$ cat src/rtl/tt_addon_pkg.sv
// Shared widths, FSM state type and saturation limit for the magnitude block.
package tt_addon_pkg;

  localparam int unsigned IN_W   = 8;
  localparam int unsigned SUM_W  = 17;
  localparam int unsigned ROOT_W = 9;

  localparam logic [IN_W-1:0] SAT_MAX = 8'd255;

  typedef enum logic [1:0] {
    StLoad,
    StRoot,
    StDone
  } state_e;

endpackage

$ cat src/rtl/isqrt_iter.sv
// Bit-serial integer square root, one result bit per clock, MSB first.
// Tracks root^2 alongside root so each trial square is formed with shifts and adds only.
module isqrt_iter
  import tt_addon_pkg::*;
(
  input  logic              clk_i,
  input  logic              rst_ni,
  input  logic              start_i,
  input  logic [SUM_W-1:0]  radicand_i,
  output logic              done_o,
  output logic [ROOT_W-1:0] root_o
);

  localparam int unsigned SqW = SUM_W + 1;

  logic [3:0]        k_q, k_d;
  logic [ROOT_W-1:0] root_q, root_d;
  logic [SqW-1:0]    sq_q, sq_d;
  logic [SqW-1:0]    trial_sq;
  logic              busy_q, busy_d;

  always_comb begin
    // (root + 2^k)^2 = root^2 + root*2^(k+1) + 4^k
    trial_sq = sq_q
             + ({{(SqW - ROOT_W){1'b0}}, root_q} << (k_q + 4'd1))
             + (SqW'(1) << {k_q, 1'b0});
    k_d    = k_q;
    root_d = root_q;
    sq_d   = sq_q;
    busy_d = busy_q;
    if (start_i) begin
      k_d    = 4'(ROOT_W - 1);
      root_d = '0;
      sq_d   = '0;
      busy_d = 1'b1;
    end else if (busy_q) begin
      if (trial_sq <= {1'b0, radicand_i}) begin
        root_d = root_q | (ROOT_W'(1) << k_q);
        sq_d   = trial_sq;
      end
      if (k_q == 4'd0) begin
        busy_d = 1'b0;
      end else begin
        k_d = k_q - 4'd1;
      end
    end
  end

  always_ff @(posedge clk_i or negedge rst_ni) begin
    if (!rst_ni) begin
      k_q    <= '0;
      root_q <= '0;
      sq_q   <= '0;
      busy_q <= 1'b0;
    end else begin
      k_q    <= k_d;
      root_q <= root_d;
      sq_q   <= sq_d;
      busy_q <= busy_d;
    end
  end

  // High during the cycle whose edge resolves the last root bit.
  assign done_o = busy_q && (k_q == 4'd0);
  assign root_o = root_q;

endmodule

$ cat src/rtl/tt_um_addon.sv
// Tiny Tapeout block: uo_out = min(255, floor(sqrt(x^2 + y^2))), x on ui_in, y on uio_in.
module tt_um_addon
  import tt_addon_pkg::*;
(
  input  logic       clk,
  input  logic       rst_n,
  input  logic       ena,
  input  logic [7:0] ui_in,
  input  logic [7:0] uio_in,
  output logic [7:0] uo_out,
  output logic [7:0] uio_out,
  output logic [7:0] uio_oe
);

  state_e            state_q, state_d;
  logic [SUM_W-1:0]  sum_q, sum_d;
  logic [IN_W-1:0]   uo_q, uo_d;
  logic              start;
  logic              root_done;
  logic [ROOT_W-1:0] root;

  isqrt_iter u_isqrt (
    .clk_i      (clk),
    .rst_ni     (rst_n),
    .start_i    (start),
    .radicand_i (sum_q),
    .done_o     (root_done),
    .root_o     (root)
  );

  always_comb begin
    state_d = state_q;
    sum_d   = sum_q;
    uo_d    = uo_q;
    start   = 1'b0;
    unique case (state_q)
      StLoad: begin
        if (ena) begin
          sum_d   = SUM_W'(ui_in) * SUM_W'(ui_in) + SUM_W'(uio_in) * SUM_W'(uio_in);
          start   = 1'b1;
          state_d = StRoot;
        end
      end
      StRoot: begin
        if (root_done) begin
          state_d = StDone;
        end
      end
      StDone: begin
        uo_d    = (root[ROOT_W-1:IN_W] != '0) ? SAT_MAX : root[IN_W-1:0];
        state_d = StLoad;
      end
      default: state_d = StLoad;
    endcase
  end

  always_ff @(posedge clk or negedge rst_n) begin
    if (!rst_n) begin
      state_q <= StLoad;
      sum_q   <= '0;
      uo_q    <= '0;
    end else begin
      state_q <= state_d;
      sum_q   <= sum_d;
      uo_q    <= uo_d;
    end
  end

  assign uo_out  = uo_q;
  assign uio_out = 8'h00;
  assign uio_oe  = 8'h00;

endmodule

$ cat config.mk
export PLATFORM = sky130hd
export DESIGN_NAME = tt_um_addon
export DESIGN_NICKNAME = d
export VERILOG_FILES = /design/src/rtl/tt_addon_pkg.sv /design/src/rtl/isqrt_iter.sv /design/src/rtl/tt_um_addon.sv
export SDC_FILE = /design/constraint.sdc
export NUM_CORES = 1
export LEC_CHECK = 0
export BUFFER_PORTS_ARGS = -buffer_cell sky130_fd_sc_hd__buf_2
export CORE_MARGIN = 2
export CORE_UTILIZATION = 40
export DETAILED_ROUTE_END_ITERATION = 8
export MAX_ROUTING_LAYER = met4
export SLEW_MARGIN = 5
export SYNTH_ARGS = -nofsm -noshare
export SYNTH_HDL_FRONTEND = slang
export SYNTH_SLANG_ARGS = --single-unit
export TNS_END_PERCENT = 50
$ cat constraint.sdc
create_clock -name clk -period 6.8 [get_ports clk]
set_input_delay 0.34 -clock clk [delete_from_list [all_inputs] [get_ports clk]]
set_output_delay 0.34 -clock clk [all_outputs]
set_load 0.01 [all_outputs]
==> metrics <==
FILL cells 2092; Worst Hold Class in -> async; number of routed nets with antenna violations 0; top layer in use met4; Worst Clk Skew 6.04 ps; signed area change from the synthesized netlist to the final layout 8.06%; estimated wirelength of the detail-placed design 14300 microns; leftover overflow at the end of global routing 0; Antenna Diode Count 0; Metal-1 WL 8090 microns; fraction of the yosys area taken by sequential cells 18.2%; Setup Total Neg Slack 0 ps; CP Launch Type flop; outcome complete, no violations; type of the worst setup path reg -> reg; count of boundary I/O pins 43; height of the chip 146 microns; final number of max-transition violations 0; Initial Util 40.4%; length of routed met2 wiring 8950 microns; highest clock rate 158 MHz; cell at the root of the clock tree clkbuf_16; Slew @ Worst Pin 867 ps; setup repair after global routing missed its margin no; number of hold violations in the final report 0; Clock Pin Slew Worst Setup and Hold Paths 60 ps; first-pass GRT wire length 30100 microns; maximum count of clock buffers along a single path 2; largest net degree at the start of global routing 60; critical path peak fanout 14; fraction of layout cells with a size suffix above 1 8.94%; Std-Cell Rows 52; number of vias per cell 5.03; CTS Sinks 59; Max transition margin 42.1%; cell-by-cell trace of the critical path inv_1 -> ha_1 -> buf_4 -> nor2_1 -> a21oi_1 -> a21oi_1 -> nor2_1 -> fa_1 -> ha_1 -> o21a_1 -> o21ai_0 -> o21a_1 -> nor4_2 -> nor2_1 -> o311ai_1 -> ha_1 -> nor2b_1 -> nor4_1 -> o311ai_0 -> o31a_1 -> a2111oi_4 -> buf_4 -> o21ai_0 -> and3_1; Post-Synthesis Mean Instance Area 8.81 sq um; Final period util 92.9%; minimum clock period after layout 6320 ps; worst skew pair latency 330 ps; setup-violating endpoint count in the final report 0; tightest hold margin 176 ps; TritonCTS clock tree done; number of different library cells in the post-synthesis netlist 62; number of flops mapped to enable cells by yosys 0; post-layout instance count excluding filler cells 1210; clock buffers created by TritonCTS 9; slowest stage cell, crit path ha_1; predominant post-synthesis flop cell dfrtp_1; Worst setup EP type flop; Avg WL per Cell 14.5 microns; placed cells 1194; Max Cap Viol 0; Req. time, crit path 7020 ps; delay-heaviest family, CP compound AO/OA/AOI/OAI gates; slowest cell delay on critical path 480 ps; post-detailed-route DRC marker count 0; RD Place Congestion 0.905; initial detailed-routing violation count 268; cell depth of the worst setup path 24; register bit total from synthesis 59; sum of routed wire length over all layers 17600 microns; total global-route track usage 17.8%; Ys Warns 0; number of buffers and inverters on the critical path 3; vias in the first global route 6098; async set or reset register ratio after synthesis 100%; total met3 wirelength after detailed routing 403 microns; die footprint 21400 sq um; H-tree levels 3; width of the die 146 microns; post-placement setup slack 329 ps; post-route setup slack 480 ps; synthesized area 8100 sq um; Via Count 6082; depth of the worst register-to-register path 24; number of detailed-route iterations in the first pass 5; Port Buffers 26; nets@finish 1142; arrival time at the worst endpoint 6540 ps; number of antenna violations at the first check in global routing 0; number of instances in the synthesized netlist 920; Core Footprint 20000 sq um
[per-stage QoR]
stage / util [%] / instance area (sq um)
floorplan: - / 8160
global placement: 42.1 / 8450
detailed placement: 42.1 / 8450
CTS: 43.7 / 8750
global route: 43.7 / 8750
finish: 43.7 / 8750
[cells in the final DEF (no fill, tap or decap), types with 20 or more instances in the layout]
cell / count
buf_2: 26
inv_1: 140
xnor2_1: 23
ha_1: 102
nand3_1: 27
and2_1: 39
a21oi_1: 54
dfrtp_1: 59
fa_1: 86
nand2_1: 75
nor2_1: 54
o21ai_1: 20
o21ai_0: 45
[synthesized netlist by cell type, types with 3 or more instances]
library cell  count  area (sq um)
o21a_1            6          45.0
nor3_1           16          80.1
mux2_2            4          45.0
nand2_1          75           282
a211oi_2          3          37.5
nand4_1           3          18.8
a21oi_2           4          35.0
buf_4            17           128
nor2_1           54           203
dfrtp_1          59          1480
xor2_1           10          87.6
buf_6             3          33.8
o21ai_0          45           225
o31ai_1           4          30.0
fa_1             86          1720
nand2b_1          4          25.0
o21ai_1          20           100
buf_2             6          30.0
inv_1           140           526
ha_1            102          1280
and2_1           39           244
o21ai_2           3          26.3
a31oi_1           9          56.3
a21oi_1          54           270
nor4_1            4          25.0
clkbuf_1         24          90.1
nand3_1          27           135
xnor2_1          23           201
a21o_1           12          90.1
nor2b_1          10          62.6
a211oi_1          5          37.5
o21bai_1          5          37.5
mux2i_1           7          70.1
and3_1            4          25.0
[routing by layer]
metal	track usage (%)	vias to the layer above
met4	3.25	0
met1	22.5	2972
li1	-	3016
met3	2.09	11
met2	31.3	83
met5	-	-
[sequential cells by signal, indices dropped and copies added (netlist names)]
name	cells
u_isqrt.k_q	4
state_q	2
u_isqrt.root_o	9
uo_out	8
u_isqrt.busy_q	1
sum_q	17
u_isqrt.sq_q	18
[what timing repair did]
action | 4_1_cts | 5_1_grt
setup buffers | 0 | 0
resized for setup | 0 | 1
endpoints found under the setup margin | 0 | 23
hold buffers | 0 | 0
[worst paths after layout]
path / start / endpoint / slack, ps
setup / recovery: u_isqrt.k_q[1] / u_isqrt.sq_q[0] / 480
hold / removal: rst_n / u_isqrt.sq_q[13] / 180
setup reg to reg: u_isqrt.k_q[1] / u_isqrt.sq_q[0] / 480
hold reg to reg: uo_out[0] / uo_out[0] / 470
max in group asynchronous: rst_n / u_isqrt.sq_q[16] / 6100
min in group clk: ena / state_q[0] / 280
[cell families (layout without fill, tap and decap cells)]
kind of cell	count (synthesis)	in the layout	synth area share, %
adders and majority gates	188	188	37.0
DFF	59	59	18.2
AOI/OAI and AO/OA	186	186	14.2
xor gates and xnor gates	35	35	4.11
other	1	16	0.0463
buffers and inverters	192	197	10.1
and+or+nand+nor	247	247	14.6
muxes	12	12	1.70
[cell type report]
class / instances / area [sq um] / area share, %
Multi-Input combinational cell: 684 / 5870 / 67.1
Clock buffer: 10 / 239 / 2.73
Clock inverter: 6 / 63.8 / 0.729
Sequential cell: 59 / 1480 / 16.9
Timing Repair Buffer: 40 / 235 / 2.69
Tap cell: 270 / 338 / 3.86
Inverter: 141 / 529 / 6.05
Power is not shown: default switching activity piles up to over one toggle a cycle in this logic, so the estimate is an artifact.
